==> src/rtl/reduction_pkg.sv <==
// rtl/reduction_pkg.sv - shared types, constants and round-robin picker for reduction_scheduler
// Contents:
//   state_t    - scheduler FSM states (IDLE/RUN/DONE)
//   BEAT_W     - width of the per-packet beat counter
//   SAT_LIMIT  - value at which the beat counter stops counting
//   rr_pick()  - first set request bit strictly after 'last', wrapping at n
package reduction_pkg;

    typedef enum logic [1:0] {
        IDLE = 2'd0,
        RUN  = 2'd1,
        DONE = 2'd2
    } state_t;

    localparam int BEAT_W = 8;
    localparam logic [BEAT_W-1:0] SAT_LIMIT = 8'd255;

    // Requests are zero-padded to 8 bits so one function serves every N_REQ.
    // Candidates are scanned from farthest to nearest so the nearest set bit
    // after 'last' is the one left in 'pick'.
    function automatic logic [2:0] rr_pick(input logic [7:0] valid,
                                           input int         n,
                                           input logic [2:0] last);
        logic [2:0] pick;
        int         idx;
        pick = last;
        for (int k = 8; k >= 1; k--) begin
            if (k <= n) begin
                idx = (int'(last) + k) % n;
                if (valid[3'(idx)]) begin
                    pick = 3'(idx);
                end
            end
        end
        return pick;
    endfunction

endpackage

==> src/rtl/reduction_unit.sv <==
// rtl/reduction_unit.sv - combinational AND/OR/XOR reduction of one data word
// Ports:
//   data     in  [W-1:0]  word to reduce
//   and_bit  out          &data
//   or_bit   out          |data
//   xor_bit  out          ^data
module reduction_unit #(
    parameter int W = 4
) (
    input  logic [W-1:0] data,
    output logic         and_bit,
    output logic         or_bit,
    output logic         xor_bit
);

    assign and_bit = &data;
    assign or_bit  = |data;
    assign xor_bit = ^data;

endmodule

==> src/rtl/reduction_scheduler.sv <==
// rtl/reduction_scheduler.sv - round-robin owner of a shared bitwise-reduction datapath
// Ports:
//   clk, rst               clock, synchronous active-high reset
//   in_valid/in_last       per-requester beat valid and end-of-packet
//   in_data                requester i's word at in_data[i*W +: W]
//   in_ready               per-requester accept, registered-only decode
//   grant                  one-hot current owner
//   res_valid/res_ready    result handshake
//   res_id                 owner index of the result
//   res_and/or/xor         packet reductions
//   res_beats              accepted beat count, saturating
module reduction_scheduler
    import reduction_pkg::*;
#(
    parameter int N_REQ = 4,
    parameter int W     = 4,
    localparam int ID_W = $clog2(N_REQ)
) (
    input  logic               clk,
    input  logic               rst,
    input  logic [N_REQ-1:0]   in_valid,
    input  logic [N_REQ*W-1:0] in_data,
    input  logic [N_REQ-1:0]   in_last,
    output logic [N_REQ-1:0]   in_ready,
    output logic [N_REQ-1:0]   grant,
    output logic               res_valid,
    input  logic               res_ready,
    output logic [ID_W-1:0]    res_id,
    output logic               res_and,
    output logic               res_or,
    output logic               res_xor,
    output logic [BEAT_W-1:0]  res_beats
);

    state_t state, state_next;

    logic [ID_W-1:0]   owner;
    logic [ID_W-1:0]   last;
    logic [ID_W-1:0]   pick_id;
    logic [W-1:0]      owner_data;
    logic              owner_valid;
    logic              owner_last;
    logic              accept;
    logic              red_and, red_or, red_xor;
    logic              and_acc, or_acc, xor_acc;
    logic [BEAT_W-1:0] beats;
    logic [BEAT_W-1:0] beats_next;

    assign pick_id = ID_W'(rr_pick(8'(in_valid), N_REQ, 3'(last)));

    // The owner index is kept alongside the one-hot grant so the data mux
    // does not need a one-hot-to-binary encoder.
    assign owner_data  = in_data[int'(owner)*W +: W];
    assign owner_valid = in_valid[owner];
    assign owner_last  = in_last[owner];
    assign accept      = (state == RUN) && owner_valid;
    assign beats_next  = (beats == SAT_LIMIT) ? beats : beats + 1'b1;

    reduction_unit #(.W(W)) u_reduce (
        .data    (owner_data),
        .and_bit (red_and),
        .or_bit  (red_or),
        .xor_bit (red_xor)
    );

    always_ff @(posedge clk) begin
        if (rst) begin
            state <= IDLE;
        end else begin
            state <= state_next;
        end
    end

    always_comb begin
        state_next = state;
        case (state)
            IDLE:    if (|in_valid)             state_next = RUN;
            RUN:     if (accept && owner_last)  state_next = DONE;
            DONE:    if (res_ready)             state_next = IDLE;
            default:                            state_next = IDLE;
        endcase
    end

    always_comb begin
        in_ready  = '0;
        res_valid = 1'b0;
        case (state)
            RUN:     in_ready  = grant;
            DONE:    res_valid = 1'b1;
            default: ;
        endcase
    end

    always_ff @(posedge clk) begin
        if (rst) begin
            grant     <= '0;
            owner     <= '0;
            last      <= ID_W'(N_REQ - 1);
            and_acc   <= 1'b1;
            or_acc    <= 1'b0;
            xor_acc   <= 1'b0;
            beats     <= '0;
            res_id    <= '0;
            res_and   <= 1'b0;
            res_or    <= 1'b0;
            res_xor   <= 1'b0;
            res_beats <= '0;
        end else begin
            case (state)
                IDLE: begin
                    if (|in_valid) begin
                        grant   <= N_REQ'(1) << pick_id;
                        owner   <= pick_id;
                        last    <= pick_id;
                        and_acc <= 1'b1;
                        or_acc  <= 1'b0;
                        xor_acc <= 1'b0;
                        beats   <= '0;
                    end
                end
                RUN: begin
                    if (accept) begin
                        and_acc <= and_acc & red_and;
                        or_acc  <= or_acc | red_or;
                        xor_acc <= xor_acc ^ red_xor;
                        beats   <= beats_next;
                        if (owner_last) begin
                            res_id    <= owner;
                            res_and   <= and_acc & red_and;
                            res_or    <= or_acc | red_or;
                            res_xor   <= xor_acc ^ red_xor;
                            res_beats <= beats_next;
                        end
                    end
                end
                DONE: begin
                    if (res_ready) begin
                        grant <= '0;
                    end
                end
                default: ;
            endcase
        end
    end

endmodule

==> config.mk <==
export PLATFORM = sky130hd
export DESIGN_NAME = reduction_scheduler
export DESIGN_NICKNAME = d
export VERILOG_FILES = /design/src/rtl/reduction_pkg.sv /design/src/rtl/reduction_unit.sv /design/src/rtl/reduction_scheduler.sv
export SDC_FILE = /design/constraint.sdc
export NUM_CORES = 1
export LEC_CHECK = 0
export ABC_AREA = 1
export CORE_ASPECT_RATIO = 1.75
export CORE_MARGIN = 2
export CORE_UTILIZATION = 53
export DETAILED_ROUTE_END_ITERATION = 12
export PLACE_DENSITY = 0.94
export SLEW_MARGIN = 15
export SYNTH_ARGS = -nofsm -noshare
export SYNTH_HDL_FRONTEND = slang
export SYNTH_SLANG_ARGS = --single-unit
==> constraint.sdc <==
create_clock -name clk -period 6.02 [get_ports clk]
set_input_delay 1.204 -clock clk [delete_from_list [all_inputs] [get_ports clk]]
set_output_delay 1.204 -clock clk [all_outputs]
set_load 0.02 [all_outputs]
Yosys cells after proc, flatten, opt, wreduce, memory -nomap -nowiden
Cells that the tools add are included.
{ "word_totals": {"latch_bits": 0, "in_bits": 27, "wordCells": 98, "mem_bits_rw": 0, "mem_bits_ro": 0, "output_inout_bits": 22, "memories": 0, "register_bits": 34} }
{ "classes": {"n_reduce_logical": 18, "n_shift": 2, "bitwise_logic": 7, "n_eq_ne": 7, "n_mul": 0, "addsub": 5, "muxes": 41, "div": 0, "magnitude_cmp": 5} }
{ "op_table": {"columns": ["operator", "count"], "rows": [
  ["8-bit two-way mux", 3],
  ["3-bit by 5-bit less-than comparator with 1-bit output (second input constant)", 4],
  ["1-bit two-way mux", 16],
  ["8-bit case mux with 2 select lines", 1],
  ["16-bit by 5-bit variable part select with 4-bit output", 1],
  ["2-bit two-way mux", 7],
  ["1-bit binary-select mux with 3-bit select", 4],
  ["4-bit two-way mux", 3],
  ["3-bit AND reduction", 4],
  ["8-bit by 1-bit adder with 8-bit output (second input constant)", 1],
  ["8-bit equality test (second input constant)", 1],
  ["4-bit case mux with 2 select lines", 1],
  ["2-bit OR reduction", 4],
  ["4-bit OR reduction", 2],
  ["2-bit inequality test (second input constant)", 3],
  ["1-bit case mux with 2 select lines", 3],
  ["2-bit case mux with 3 select lines", 1],
  ["2-bit by 1-bit adder with 2-bit output (second input constant)", 2],
  ["2-bit adder (second input constant)", 2],
  ["1-bit bitwise AND (first input constant)", 4],
  ["1-bit binary-select mux with 2-bit select", 2],
  ["4-bit AND reduction", 1],
  ["2-bit nonzero test", 2],
  ["4-bit parity", 1],
  ["11 further kinds", 12]
]} }

Longest topological paths before layout
Gate-level depths: netlist (run 1).
{ "logic_depth": {"ltp_word": 13, "ltp_mapped": 13, "ltp_nobuf": 12} }

Hierarchy
From an unflattened synthesis (run 1), not the netlist that was laid out.
{ "unflattened": {"cells_unflattened": 286, "hier_area_um2": 1948.1} }
{ "by_module_without_submodules": {"columns": ["mod", "instances", "cells_per_inst", "area_each_um2"], "rows": [
  ["reduction_scheduler", 1, 270, 1853.0],
  ["reduction_unit", 1, 16, 95.1]
]} }

Least setup slack after synthesis (run 1)
Ideal clock, no wire load.
{ "synth_path": {"kind": "input to register", "from": "input port in_data[6]", "to": "register xor_acc", "t_required_ns": 5.888, "stages": 9, "path_slack_ns": 3.484, "t_arrival_ns": 2.403, "path_cell_list": "nand2_1 -> a32oi_1 -> inv_1 -> ha_1 -> xnor2_1 -> xor2_1 -> o21ai_0 -> o21ai_0 -> nor2_1"} }
{ "synth_between": {"elab_chain_cells": 5} }
{ "synth_lines": {"columns": ["item", "line", "text"], "rows": [
  ["start, declared", "reduction_scheduler.sv:22", "input logic [N_REQ*W-1:0] in_data,"],
  ["16-bit by 5-bit variable part select with 4-bit output", "reduction_scheduler.sv:53", "assign owner_data = in_data[int'(owner)*W +: W];"],
  ["4-bit parity", "reduction_unit.sv:18", "assign xor_bit = ^data;"],
  ["1-bit bitwise XOR", "reduction_scheduler.sv:125", "xor_acc <= xor_acc ^ red_xor;"],
  ["1-bit two-way mux", "reduction_scheduler.sv:122", "if (accept) begin"],
  ["1-bit case mux with 2 select lines", "reduction_scheduler.sv:109", "case (state)"],
  ["end signal, assigned", "reduction_scheduler.sv:125", null],
  ["end, declared", "reduction_scheduler.sv:45", "logic and_acc, or_acc, xor_acc;"]
]} }
No other way between the ends. The select of a mux whose other input is x is not followed.
A chain may end at the register's enable or synchronous reset.

Worst setup path in the final report (run 1)
Ends and elaborated chain as after synthesis.

==> flow_summary.ini, run 1 <==
[yosys]
synth_top_area_frac = 0.338
synthCells = 284
ys_ff_latch = 34
ys_warn_count = 0
synthArstFlopShare = 0
synth_common_cells = nand2_1, dfxtp_1, inv_1
ys.flop_type = dfxtp_1
synth_edf_count = 0
synth-seq-area-share = 0.338
synth.most_common_cell = nand2_1
synth.avg_cell_area_um2 = 7.08
syn_nets = 316
synth.area.top_cells = dfxtp_1, nand2_1, inv_1, a21oi_1, a21oi_2
ys_types = 34
yosysTopAreaCell = dfxtp_1
netlist_area_um2 = 2010

[placement]
gp_congestion = 0.864
portBuffers = 48
place_area_um2 = 2470
hpwlAfterDp_mm = 3.43

[critical_path]
r2r_cells = 10
arrival_ns = 3.10
regToRegSetupSlack_ns = 3.73
worstSetupStartpointType = input port
crit_cells = 10
path_delay_family = buffers and inverters
critical-path-max-stage-delay_ns = 0.45
crit_chain = clkdlybuf4s50_1 > nand2_1 > a32oi_1 > inv_1 > ha_1 > xnor2_1 > xor2_1 > o21ai_0 > o21ai_0 > nor2_1
crit_path_max_fanout = 2
cp_slowest_cell = clkdlybuf4s50_1
critical_path_required_ns = 6.17
critPathKind = in2reg
timing.critical_path.buf_inv = 2
crit_path_end_kind = flop
critPathMostFrequentCell = o21ai_0

[cts]
clock-sinks = 34
cts_resized = 0
cts_buffer_depth = 2
cts_tree = yes
clockRootBuffer = clkbuf_8
clk_latency_ns = 0.29
holdBufCountCts = 0
cts_buffers = 5
cts.clk_slew.worst_paths_ns = 0.07
htree_levels = 2
cts_setup_buffers = 0

[route]
drc = 0
ant_nets = 0
dr.pass1.iters = 4
routed_wl_mm = 4.58
via_count = 1941
initialDrtViolationCount = 40
vias_per_cell = 5.15
post_drt_wl_per_cell_um = 12.1

[floorplan]
core_um2 = 3630
die_x_um = 50.6
die_area_um2 = 4320
start_util = 0.554
num_io_pins = 49
die_y_um = 85.5
rows = 29

[layout]
fill_cells = 308
drive_gt1_frac = 0.154
multi_input_area_um2 = 1120
fin_nets = 362
areaGrowthSynthToFinish_pct = 27.6
diodes = 0
final_cell_area_um2 = 2570
regArea_um2 = 681

[global_routing]
grt_max_degree = 22
antenna_found_initial = 0
grt_pass1_wl_mm = 7.85
grt_usage = 0.233
overflow = 0
grt_pass1_vias = 1890

[pwr]
powerDensity_nw_per_um2 = 428
vdd_drop_max_uv = 322
p_leak_nw = 1.06

[sta]
relSlewSlack = 0.427
maxSlewViolCount = 0
max_freq_ghz = 0.339
fin_tns_setup_ns = 0
rsz0062_at_grt = false
finClkSkew_ns = 0.00763
setup_violations = 0
hold_violations = 0
timing.final.crit_share = 0.490
min_period_ns = 2.95
worst-slew-pin-transition_ns = 0.857

[hold_path]
whs_path_depth = 2
hold_class = reg2reg

[status]
status = completed

[job]
cap_violations = 0
worst min-delay path, delay by kind of cell (launching register included):
kind	cells	cell delay [ns]
and+or+nand+nor	2	0.10
DFF	1	0.34
metrics by stage:
| stage | utilization | instances | hold WS [ns] | setup WS (ns) | power, mW |
|---|---|---|---|---|---|
| 6_report | 0.708 | 377 | 0.471 | 3.07 | 1.10 |
| 3_3_place_gp | 0.681 | 369 | 0.449 | 2.89 | 0.898 |
| 4_1_cts | 0.708 | 377 | 0.471 | 3.06 | 1.10 |
| 3_5_place_dp | 0.681 | 369 | 0.452 | 2.80 | 0.922 |
| 2_1_floorplan | - | 284 | 0.428 | 3.48 | 0.776 |
| 5_1_grt | 0.708 | 377 | 0.494 | 2.92 | 1.19 |
registers in the layout (all words and copies together) (netlist names):
name,count
beats,8
res_beats,8
grant,4
last,2
owner,2
res_id,2
state,2
and_acc,1
or_acc,1
res_and,1
res_or,1
res_xor,1
xor_acc,1
cell families (layout without fill, tap and decap cells):
| family | count (synthesis) | count (layout) | synth area share |
|---|---|---|---|
| AOI/OAI and AO/OA | 63 | 63 | 0.206 |
| xor gates and xnor gates | 6 | 6 | 0.0299 |
| buffers and inverters | 44 | 91 | 0.106 |
| DFF | 34 | 34 | 0.338 |
| and+or+nand+nor | 132 | 132 | 0.289 |
| adders and majority gates | 5 | 5 | 0.0311 |
cell type report:
class                   count  area share
clock buffers               6      0.0322
inverters                  35      0.0531
flip-flops and latches     34       0.265
well taps                  46      0.0224
clock inverters             2     0.00487
repair buffers             48       0.187
multi-input cells         206       0.435
path summary, 6_finish.rpt:
| check | start | end |
|---|---|---|
| setup reg to reg | owner[0]$_SDFFE_PP0P_ | xor_acc$_SDFFE_PP0P_ |
| hold / removal | and_acc$_SDFFE_PP1P_ | and_acc$_SDFFE_PP1P_ |
| hold reg to reg | and_acc$_SDFFE_PP1P_ | and_acc$_SDFFE_PP1P_ |
| setup / recovery | in_data[6] | xor_acc$_SDFFE_PP0P_ |
layer usage:
metal / up-vias / wire length (um) / global-route usage / part of all wire
met2: 49 / 2450 / 0.426 / 0.54
met5: - / 0 / 0 / 0
met1: 875 / 1830 / 0.247 / 0.40
met3: 10 / 174 / 0.0436 / 0.038
met4: 0 / 117 / 0.118 / 0.026
li1: 1007 / - / - / -
placed cells by master, fill, tap and decap left out:
cell type        Yosys  routed
o21a_1               2       2
inv_2                4       4
xor2_1               3       3
a21oi_2             11      11
xor2_2               1       1
a211oi_1             1       1
o211ai_1             2       2
nand4_1              3       3
a32oi_1              4       4
o21ai_2              8       8
nor2_2               4       4
ha_1                 5       5
xnor2_1              2       2
nand3_1             13      13
nor3_1               2       2
nand2_4              1       1
nor2_1              16      16
nand2_2             10      10
nor3_2               1       1
nand2_1             80      80
clkbuf_8             0       6
nor2_4               1       1
or2_1                1       1
clkinvlp_4           0       1
dfxtp_1             34      34
clkinv_2             0       1
inv_4                2       2
a21oi_1             21      21
clkdlybuf4s50_1      0      48
inv_1               29      29
o21ai_0              9       9
o21ai_1              5       5
report_power, final:
| group | internal, mW | switching (mW) | total [mW] |
|---|---|---|---|
| Sequential | 0.282 | 0.0619 | 0.344 |
| Combinational | 0.223 | 0.357 | 0.581 |
| Clock | 0.0918 | 0.0828 | 0.175 |
Power figures use the tool's default switching activity.
==> run 2: changes to the inputs <==
Settings changed: CORE_UTILIZATION 53 to 49, PLACE_DENSITY 0.94 to 0.88.
Clock period 6.02 ns to 3.1 ns, I/O delays scaled along.
==> flow_summary.ini, run 2 (synthesis results as in run 1) <==
[status]
status = completed

[sta]
timing.final.crit_share = 0.765
max_freq_ghz = 0.422
finClkSkew_ns = 0.00844
timing.final.ws_setup_ns = 0.728
relSlewSlack = 0.645
rsz0062_at_grt = false
min_period_ns = 2.37
setup_violations = 0
maxSlewViolCount = 0
worst-slew-pin-transition_ns = 0.532
fin_tns_setup_ns = 0
hold_violations = 0

[layout]
drive_gt1_frac = 0.154
fin_nets = 363
final_core_util = 0.659
fill_cells = 350
areaGrowthSynthToFinish_pct = 27.9
diodes = 0
final_cell_mix = nand2_1, clkdlybuf4s50_1, dfxtp_1, inv_1, a21oi_1
largestRegisters = beats (8), res_beats (8), grant (4)
mostFrequentLayoutCell = nand2_1

[global_routing]
grt_pass1_wl_mm = 7.47
overflow = 0
grt_pass1_vias = 1826
antenna_found_initial = 0
grt_max_degree = 22
grt_usage = 0.212

[cts]
holdBufCountCts = 0
cts_tree = yes
cts.clk_slew.worst_paths_ns = 0.07
cts_buffer_depth = 2
clockRootBuffer = clkbuf_8
clock-sinks = 34
cts_resized = 0
htree_levels = 2
cts_buffers = 5
cts_setup_buffers = 0
clk_latency_ns = 0.28

[critical_path]
worstSetupStartpointType = input port
startpoint = in_data[6]
crit_path_max_fanout = 2
r2r_end = xor_acc$_SDFFE_PP0P_
crit_path_end_kind = flop
critPathKind = in2reg
regToRegSetupSlack_ns = 0.81
r2r-start = owner[0]$_SDFFE_PP0P_
r2r_cells = 10
arrival_ns = 2.54
critical_path_required_ns = 3.26

[route]
vias_per_cell = 5.13
drc = 0
post_drt_wl_per_cell_um = 12.1
routed_wl_mm = 4.60
dr.pass1.iters = 7
ant_nets = 0
initialDrtViolationCount = 54
via_count = 1948

[pwr]
power_frac_clock = 0.158
p_leak_nw = 1.07
switching_share = 0.453
power.switching_mw = 0.962
internal_power_mw = 1.16
vdd_drop_max_uv = 498
share_comb_of_total_power = 0.528
powerDensity_nw_per_um2 = 825
seqPwrFrac = 0.314

[floorplan]
core_um2 = 3900
num_io_pins = 49
die_area_um2 = 4650
start_util = 0.515
die_x_um = 52.4
die_y_um = 88.8
rows = 30

[hold_path]
whs_path_depth = 2
hold_class = reg2reg
min_to = and_acc$_SDFFE_PP1P_
min_from = and_acc$_SDFFE_PP1P_

[placement]
hpwlAfterDp_mm = 3.49
gp_congestion = 0.909
post-place-ws_ns = 0.483
portBuffers = 48

[job]
cap_violations = 0
==> run 2: metal layers <==
layer	part of all wire	global-route usage	wire length, um	up-vias
li1	-	-	-	1009
met1	0.39	0.214	1790	880
met2	0.53	0.393	2460	45
met3	0.038	0.0355	174	14
met4	0.038	0.121	177	0
met5	0	0	0	-
==> run 2: worst max-delay path by stage <==
| stage | slack [ns] | end |
|---|---|---|
| 4_1_cts | 0.71 | xor_acc$_SDFFE_PP0P_ |
| 3_3_place_gp | 0.56 | xor_acc$_SDFFE_PP0P_ |
| 2_1_floorplan | 1.06 | xor_acc$_SDFFE_PP0P_ |
| 3_5_place_dp | 0.48 | xor_acc$_SDFFE_PP0P_ |
| 6_report | 0.73 | xor_acc$_SDFFE_PP0P_ |
| 5_1_grt | 0.54 | xor_acc$_SDFFE_PP0P_ |
==> run 2: power by group through the flow <==
stage          registers (mW)  clock network [mW]  logic (mW)
6_report                0.667               0.335        1.12
3_3_place_gp            0.674                   0        1.07
4_1_cts                 0.668               0.340        1.13
5_1_grt                 0.685               0.356        1.26
3_5_place_dp            0.677                   0        1.11
2_1_floorplan           0.701                   0       0.805
==> run 2: metrics by stage <==
step | hold slack (ns) | total power, mW | instance area (um2) | std cells
after global placement | 0.454 | 1.75 | 2480 | 372
after floorplan | 0.428 | 1.51 | 2010 | 284
after detailed placement | 0.463 | 1.79 | 2480 | 372
after CTS | 0.474 | 2.13 | 2570 | 380
final | 0.477 | 2.12 | 2570 | 380
after global routing | 0.495 | 2.30 | 2570 | 380
==> run 2: area by class of cell <==
| class | instances | area (um2) | area share |
|---|---|---|---|
| clock buffers | 7 | 86.3 | 0.0335 |
| clock inverters | 1 | 5.00 | 0.00194 |
| multi-input cells | 206 | 1120 | 0.434 |
| repair buffers | 49 | 488 | 0.190 |
| well taps | 48 | 60.1 | 0.0233 |
| inverters | 35 | 136 | 0.0530 |
| flip-flops and latches | 34 | 681 | 0.264 |
==> run 2: critical path, cell delays in order <==
cell and delay (ns):
clkdlybuf4s50_1 0.45, nand2_1 0.05, a32oi_1 0.29, inv_1 0.08, ha_1 0.31, xnor2_1 0.20
xor2_1 0.25, o21ai_0 0.11, o21ai_0 0.11, nor2_1 0.08
